===== src/rtl/fpga_cmd_rx.sv =====
// fpga_cmd_rx
// -----------------------------------------------------------------------------
// SPI command receiver running entirely in the 13.56 MHz domain. The ARM's
// spck/mosi/ncs lines are oversampled through synchronizers. A frame framed by
// ncs is shifted in MSB first on synchronized spck rising edges, and a 16-bit
// command is decoded into the configuration register or the LF divisor.
//
// Handshake / pulse semantics: there is no ready/valid pair. Every register
// update is accompanied by exactly one single-cycle pulse (conf_strobe,
// div_strobe, frame_err or cmd_err). The pulse is high in the same cycle the
// new register value first appears, and at most one pulse is high at a time.
//
// Ports:
//   ck_1356meg   in   system clock, all state on its rising edge
//   nreset       in   asynchronous active-low reset
//   spck         in   SPI clock (asynchronous)
//   mosi         in   SPI data, MSB first, sampled on spck rising edge
//   ncs          in   SPI chip select, active low, frames one command
//   conf_word    out  configuration register, [7:5] = major mode
//   divisor      out  LF divisor register
//   conf_strobe  out  pulse when conf_word takes a new value
//   div_strobe   out  pulse when divisor takes a new value
//   frame_err    out  pulse when a frame ends with the wrong bit count
//   cmd_err      out  pulse when a full-length frame has an unknown opcode
//   state_dbg    out  current receiver state (IDLE=0, SHIFT=1, DECODE=2)
// -----------------------------------------------------------------------------
module fpga_cmd_rx #(
    parameter int CMD_BITS    = 16,
    parameter int SYNC_STAGES = 2
) (
    input  logic       ck_1356meg,
    input  logic       nreset,
    input  logic       spck,
    input  logic       mosi,
    input  logic       ncs,
    output logic [7:0] conf_word,
    output logic [7:0] divisor,
    output logic       conf_strobe,
    output logic       div_strobe,
    output logic       frame_err,
    output logic       cmd_err,
    output logic [1:0] state_dbg
);

    localparam int CNT_W = $clog2(CMD_BITS + 2);
    localparam logic [CNT_W-1:0] CNT_FULL = CNT_W'(CMD_BITS);
    localparam logic [CNT_W-1:0] CNT_OVR  = CNT_W'(CMD_BITS + 1);

    localparam logic [3:0] OP_CONF = 4'b0001;
    localparam logic [3:0] OP_DIV  = 4'b0010;

    typedef enum logic [1:0] {
        IDLE   = 2'd0,
        SHIFT  = 2'd1,
        DECODE = 2'd2
    } state_t;

    // Synchronizers; index SYNC_STAGES-1 is the synchronized (*_s) value.
    logic [SYNC_STAGES-1:0] spck_sync_q, spck_sync_d;
    logic [SYNC_STAGES-1:0] mosi_sync_q, mosi_sync_d;
    logic [SYNC_STAGES-1:0] ncs_sync_q,  ncs_sync_d;
    logic                   spck_dly_q,  spck_dly_d;
    logic                   ncs_dly_q,   ncs_dly_d;

    // Fill tracker: the top bit is set once ncs_dly holds a real pin sample
    // rather than the reset value. It keeps a chip select that was already low
    // coming out of reset from looking like a falling edge.
    logic [SYNC_STAGES:0]   fill_q, fill_d;

    state_t                 state_q, state_d;
    logic [CNT_W-1:0]       cnt_q, cnt_d;
    logic [CMD_BITS-1:0]    shreg_q, shreg_d;
    logic [7:0]             conf_q, conf_d;
    logic [7:0]             div_q, div_d;
    logic                   conf_stb_q, conf_stb_d;
    logic                   div_stb_q, div_stb_d;
    logic                   frame_err_q, frame_err_d;
    logic                   cmd_err_q, cmd_err_d;

    logic spck_s, mosi_s, ncs_s;
    logic spck_rise, ncs_rise, ncs_fall;

    assign spck_s = spck_sync_q[SYNC_STAGES-1];
    assign mosi_s = mosi_sync_q[SYNC_STAGES-1];
    assign ncs_s  = ncs_sync_q[SYNC_STAGES-1];

    assign spck_rise = !spck_dly_q && spck_s;
    assign ncs_rise  = !ncs_dly_q && ncs_s;
    assign ncs_fall  = fill_q[SYNC_STAGES] && ncs_dly_q && !ncs_s;

    always_comb begin
        spck_sync_d = {spck_sync_q[SYNC_STAGES-2:0], spck};
        mosi_sync_d = {mosi_sync_q[SYNC_STAGES-2:0], mosi};
        ncs_sync_d  = {ncs_sync_q[SYNC_STAGES-2:0], ncs};
        spck_dly_d  = spck_s;
        ncs_dly_d   = ncs_s;
        fill_d      = {fill_q[SYNC_STAGES-1:0], 1'b1};

        state_d     = state_q;
        cnt_d       = cnt_q;
        shreg_d     = shreg_q;
        conf_d      = conf_q;
        div_d       = div_q;
        conf_stb_d  = 1'b0;
        div_stb_d   = 1'b0;
        frame_err_d = 1'b0;
        cmd_err_d   = 1'b0;

        case (state_q)
            IDLE: begin
                if (ncs_fall) begin
                    state_d = SHIFT;
                    cnt_d   = '0;
                    shreg_d = '0;
                end
            end
            SHIFT: begin
                // ncs deassertion wins over a coincident spck edge.
                if (ncs_rise) begin
                    state_d = DECODE;
                end else if (spck_rise) begin
                    shreg_d = {shreg_q[CMD_BITS-2:0], mosi_s};
                    if (cnt_q != CNT_OVR) begin
                        cnt_d = cnt_q + CNT_W'(1);
                    end
                end
            end
            DECODE: begin
                state_d = IDLE;
                if (cnt_q != CNT_FULL) begin
                    frame_err_d = 1'b1;
                end else if (shreg_q[CMD_BITS-1 -: 4] == OP_CONF) begin
                    conf_d     = shreg_q[7:0];
                    conf_stb_d = 1'b1;
                end else if (shreg_q[CMD_BITS-1 -: 4] == OP_DIV) begin
                    div_d     = shreg_q[7:0];
                    div_stb_d = 1'b1;
                end else begin
                    cmd_err_d = 1'b1;
                end
            end
            default: state_d = IDLE;
        endcase
    end

    always_ff @(posedge ck_1356meg or negedge nreset) begin
        if (!nreset) begin
            spck_sync_q <= '0;
            mosi_sync_q <= '0;
            ncs_sync_q  <= '1;
            spck_dly_q  <= 1'b0;
            ncs_dly_q   <= 1'b1;
            fill_q      <= '0;
            state_q     <= IDLE;
            cnt_q       <= '0;
            shreg_q     <= '0;
            conf_q      <= 8'hE0;
            div_q       <= 8'd95;
            conf_stb_q  <= 1'b0;
            div_stb_q   <= 1'b0;
            frame_err_q <= 1'b0;
            cmd_err_q   <= 1'b0;
        end else begin
            spck_sync_q <= spck_sync_d;
            mosi_sync_q <= mosi_sync_d;
            ncs_sync_q  <= ncs_sync_d;
            spck_dly_q  <= spck_dly_d;
            ncs_dly_q   <= ncs_dly_d;
            fill_q      <= fill_d;
            state_q     <= state_d;
            cnt_q       <= cnt_d;
            shreg_q     <= shreg_d;
            conf_q      <= conf_d;
            div_q       <= div_d;
            conf_stb_q  <= conf_stb_d;
            div_stb_q   <= div_stb_d;
            frame_err_q <= frame_err_d;
            cmd_err_q   <= cmd_err_d;
        end
    end

    assign conf_word   = conf_q;
    assign divisor     = div_q;
    assign conf_strobe = conf_stb_q;
    assign div_strobe  = div_stb_q;
    assign frame_err   = frame_err_q;
    assign cmd_err     = cmd_err_q;
    assign state_dbg   = state_q;

endmodule


===== config.mk =====
export PLATFORM = sky130hd
export DESIGN_NAME = fpga_cmd_rx
export DESIGN_NICKNAME = d
export VERILOG_FILES = /design/src/rtl/fpga_cmd_rx.sv
export SDC_FILE = /design/constraint.sdc
export NUM_CORES = 1
export LEC_CHECK = 0
export ABC_CLOCK_PERIOD_IN_PS = 1690
export CAP_MARGIN = 20
export CORE_ASPECT_RATIO = 1.25
export CORE_MARGIN = 1
export CORE_UTILIZATION = 35
export DETAILED_ROUTE_END_ITERATION = 8
export HOLD_SLACK_MARGIN = 0.03
export PLACE_DENSITY = 0.6
export SYNTH_ARGS = -nofsm -noshare
export SYNTH_HDL_FRONTEND = slang
export SYNTH_SLANG_ARGS = --single-unit

===== constraint.sdc =====
create_clock -name ck_1356meg -period 1.69 [get_ports ck_1356meg]
set_clock_uncertainty 0.1 [all_clocks]
set_input_delay 0.2535 -clock ck_1356meg [delete_from_list [all_inputs] [get_ports ck_1356meg]]
set_output_delay 0.2535 -clock ck_1356meg [all_outputs]
set_load 0.05 [all_outputs]

**Yosys cells after proc, flatten, opt, wreduce, memory -nomap -nowiden**

Index checks and enable logic that the tools add are counted.
W data, S select, Z words.

- Add/sub/neg operators: 1
- Multipliers: 0
- Divide/modulo/power cells: 0
- Magnitude comparators: 0
- Equality and inequality tests: 11
- Shift-type cells: 0
- Mux-type cells: 25
- Bitwise operators: 2
- Reductions and logical operators: 14

Operators with widths:

| kind | count |
|---|---|
| $mux W16 | 3 |
| $pmux W16 S2 | 1 |
| $mux W5 | 4 |
| $mux W1 | 13 |
| $ne A2 B2 Y1 const B | 5 |
| $ne A5 B5 Y1 const B | 2 |
| $pmux W5 S2 | 1 |
| $reduce_and A4 Y1 | 2 |
| $add A5 B1 Y5 const B | 1 |
| $reduce_and A5 Y1 | 1 |
| $eq A4 B1 Y1 const B | 1 |
| $eq A4 B2 Y1 const B | 1 |
| $logic_and A1 B1 Y1 | 4 |
| $mux W2 | 2 |
| $pmux W2 S2 | 1 |
| $logic_not A1 Y1 | 3 |
| $reduce_and A3 Y1 | 1 |
| $eq A2 B1 Y1 const B | 1 |
| $eq A2 B2 Y1 const B | 1 |
| $logic_not A2 Y1 | 1 |
| $not A1 Y1 | 2 |
| $reduce_and A2 Y1 | 1 |
| $reduce_bool A2 Y1 | 1 |

- Register bits: 54
- Bits in latches: 0
- Bits in writable memories: 0
- Memory bits (read-only): 0
- Bits of input ports: 5
- Output and inout bits: 22
- Logic and storage cells: 68
- Memories: 0

**Logic depth before layout (Yosys ltp)**

- Word-level depth: 5
- Depth in mapped cells: 6
- Depth with buffers taken out: 6

**Worst setup path after synthesis**

OpenSTA, ideal clock, no wires.

- Path kind: reg-to-reg
- Start: register state_q[0] (netlist: state_dbg[0])
- End: register div_q[5] (netlist: divisor[5])
- Library setup time: 0.125 ns
- Arrival: 1.700 ns
- Data required time: 1.465 ns
- Slack: -0.235 ns
- Cell stages (with the launch flop): 5
- Buffers on the path: 0
- Clock period less this slack: 1.925 ns
- Path through: dfrtp_1 > nand2b_4 > nor4_4 > nand4b_2 > mux2_2

- Word-level cells in the longest chain between the ends: 2

Ends and longest elaborated chain:

| item | RTL line | text |
|---|---|---|
| from (decl) | 70 | `state_t state_q, state_d;` |
| from (signal assigned) | 170 | `state_q <= state_d;` |
| $eq A2 B2 Y1 | 109 | `case (state_q)` |
| $reduce_and A4 Y1 (no line) | -- |  |
| to (signal assigned) | 174 | `div_q <= div_d;` |
| to (decl) | 74 | `logic [7:0] div_q, div_d;` |

Every way passes these cells.
A chain may end at the register's enable or synchronous reset.

**Worst setup path in the final report**

- Start: register state_q[0] (netlist: state_dbg[0])
- End: register div_q[7] (netlist: divisor[7])

The elaborated chain is that of the path after synthesis.

==> results.sh <==
export IMPL_status="finished, violations left"
export IMPL_violations="design-rule violations, negative setup slack"
export IMPL_cts_sinks=54
export IMPL_fin_nets=200
export IMPL_yosysWarnings=0
export IMPL_critPathLaunch="state_dbg[0]"
export IMPL_worst_path_stages=5
export IMPL_pwr_share_comb_pct=15.9
export IMPL_power_density_nw_per_um2=870
export IMPL_row_count=31
export IMPL_wl_per_cell_um=15.4
export IMPL_cp_data_arrival_time_ns=1.82
export IMPL_synthCells=135
export IMPL_syn_area_per_cell_um2=15.5
export IMPL_path_delay_family="simple AND/OR/NAND/NOR gates"
export IMPL_via_per_inst=5.17
export IMPL_cts_buffer_depth=2
export IMPL_period_needed_ns=1.73
export IMPL_finalSetupViolations=7
export IMPL_synth_edf_count=0
export IMPL_worstReg2RegStart="state_dbg[0]"
export IMPL_rsz0062_at_grt="yes"
export IMPL_grt_first_pass_wirelength_um=6950
export IMPL_finalWorstSetupSlack_ns=-0.0379
export IMPL_cp_max_fo=5
export IMPL_syn2layout_area_growth_pct=37.9
export IMPL_root_buffer="clkbuf_8"
export IMPL_insertion_delay_ns=0.31
export IMPL_ys_types=31
export IMPL_first_pass_iters=6
export IMPL_finalMaxSlewViolations=0
export IMPL_overflow=0
export IMPL_antenna_found_initial=0
export IMPL_path_cells="nand2b_4, nor4_4, nand4b_2, buf_6, mux2_2"
export IMPL_htreeDepth=2
export IMPL_power_share_switching_pct=26.3
export IMPL_synth_top_area_share_pct=50.1
export IMPL_cts_buffers=5
export IMPL_grt_pass1_vias=1440
export IMPL_cp_slowest_cell="dfrtp_2"
export IMPL_clk_pin_slew_worst_paths_ns=0.10
export IMPL_fill_cells=501
export IMPL_syn_nets=143
export IMPL_drc=1
export IMPL_synth_seq_area_share_pct=65.2
export IMPL_cts_tree="done"
export IMPL_reg2regPathDepth=5
export IMPL_setup_worst_path_class="flop to flop"
export IMPL_layout_worst_path_cycle_share_pct=102
export IMPL_drive_gt1_share_pct=55.4
export IMPL_synth_area_top_cells="dfrtp_1 50%, dfstp_2 15%, mux2_2 9.1%"
export IMPL_die_area_um2=6310
export IMPL_final_cells=259
export IMPL_ant_nets=0
export IMPL_wl_um=3990
export IMPL_syn_area_um2=2100
export IMPL_hold_class="input port to flop"
export IMPL_grt_usage_pct=14.5
export IMPL_place_congestion=0.781
export IMPL_grt_max_degree=55
export IMPL_placed_cells=242
export IMPL_dpl_hpwl_um=2570
export IMPL_slowest_delay_ns=0.45
export IMPL_die_w_um=71.2
export IMPL_yosys_cell_count_top_type="dfrtp_1"
export IMPL_die_h_um=88.5
export IMPL_ios=27
export IMPL_hold_viol=0
export IMPL_p_total_uw=2520
export IMPL_routed_via_count=1339
export IMPL_drt_iter0_markers=57
export IMPL_async_flop_share_pct=100
export IMPL_core_area_um2=5780
export IMPL_end_kind="flop"
export IMPL_drv_cap=0
export IMPL_holdPathStages=1
export IMPL_hp_start="ncs"
export IMPL_worstPathRequired_ns=1.79
export IMPL_irDropWorstVdd_mv=0.524
export IMPL_n_antenna_cell=0
export IMPL_clockPowerShare_pct=28.8
export IMPL_initial_core_util_pct=36.3
export IMPL_synth_flop_cell="dfrtp_1"
export IMPL_power_leakage_uw=0.00139
export IMPL_path_buf_inv=1
export IMPL_crit_path_start_kind="flop"
export IMPL_synth_common_cells="42 x dfrtp_1, 17 x a22o_1, 17 x mux2_2"
export IMPL_p_int_uw=1860
export IMPL_port_buffers=26
export IMPL_pwr_share_seq_pct=55.4
export IMPL_ys_ff_latch=54
export IMPL_synth_top_area_cell="dfrtp_1"
export IMPL_p_switching_uw=661
export IMPL_fmax_ghz=0.579
-- per-layer routing --
| layer | vias to the layer above | track usage [%] | wire length [µm] |
|---|---|---|---|
| met5 | - | 0 | 0 |
| met4 | 0 | 4.36 | 63 |
| met3 | 8 | 3.53 | 145 |
| met2 | 35 | 25.8 | 2090 |
| met1 | 691 | 17.4 | 1700 |
| li1 | 605 | - | - |
-- path summary, 6_finish.rpt --
path | slack (ns) | endpoint
worst max-delay path | -0.04 | divisor[7]
worst min-delay path | 0.24 | ncs_sync_q[0]
worst max register to register | -0.04 | divisor[7]
worst min register to register | 0.26 | mosi_sync_q[1]
max in group asynchronous | 0.84 | divisor[0]
min in group asynchronous | 0.36 | spck_dly_q
-- metrics by stage --
stage / utilization [%] / TNS, ns / cell area (µm²) / setup WS [ns] / hold slack, ns
6_report: 50.0 / -0.177 / 2890 / -0.0379 / 0.243
5_1_grt: 50.0 / -1.99 / 2890 / -0.130 / 0.230
3_3_place_gp: 45.9 / -1.08 / 2650 / -0.0879 / 0.169
4_1_cts: 49.3 / -0.506 / 2850 / -0.0597 / 0.223
3_5_place_dp: 45.9 / -2.01 / 2650 / -0.154 / 0.171
2_1_floorplan: - / -1.21 / 2100 / -0.0851 / -0.142
-- layout make-up --
type | instances | area (µm²) | share of cell area (%)
sequential | 54 | 1370 | 47.3
clock inverter | 3 | 23.8 | 0.822
clock buffer | 5 | 68.8 | 2.38
tap | 66 | 82.6 | 2.86
timing repair buffer | 53 | 593 | 20.5
inverter | 4 | 15.0 | 0.519
multi-input combinational | 74 | 739 | 25.6
-- cells by family (layout without fill, tap and decap cells) --
| kind of cell | after synthesis | in the layout | share of synthesized area [%] |
|---|---|---|---|
| xor gates and xnor gates | 1 | 1 | 0.418 |
| buffers and inverters | 7 | 65 | 2.15 |
| muxes | 17 | 17 | 9.13 |
| adders and majority gates | 3 | 3 | 1.79 |
| and+or+nand+nor | 24 | 24 | 10.4 |
| AOI/OAI and AO/OA | 28 | 28 | 10.8 |
| other | 1 | 1 | 0.179 |
| DFF | 54 | 54 | 65.2 |
-- sequential cells by signal (all words and copies together) (netlist names), 2 cells and up --
register and cells:
cnt_q 5, conf_word 8, divisor 8, fill_q 3, mosi_sync_q 2, ncs_sync_q 2, shreg_q 16, spck_sync_q 2
state_dbg 2
-- cell usage in the layout, fill, tap and decap left out, drive strengths merged, types with 5 or more instances in the layout --
cell    instances
a22o           17
buf            49
clkbuf          5
dfrtp          42
dfstp          12
inv             5
mux2           17
nor2            5
-- power groups by stage --
stage | Clock [µW] | Sequential, µW | Combinational, µW
3_3_place_gp | 0 | 1420 | 299
2_1_floorplan | 0 | 1450 | 121
3_5_place_dp | 0 | 1420 | 312
5_1_grt | 815 | 1400 | 432
4_1_cts | 760 | 1390 | 383
6_report | 724 | 1390 | 399
-- what timing repair did --
action                                 4_1_cts  5_1_grt
gates resized for setup                     11        6
endpoints found under the hold margin       42        0
buffers inserted                             4        3
pin swaps                                    3        2
gates cloned                                 1        0
hold buffers                                 1        0
setup endpoints to repair                   19       37
Power figures use the tool's default switching activity.
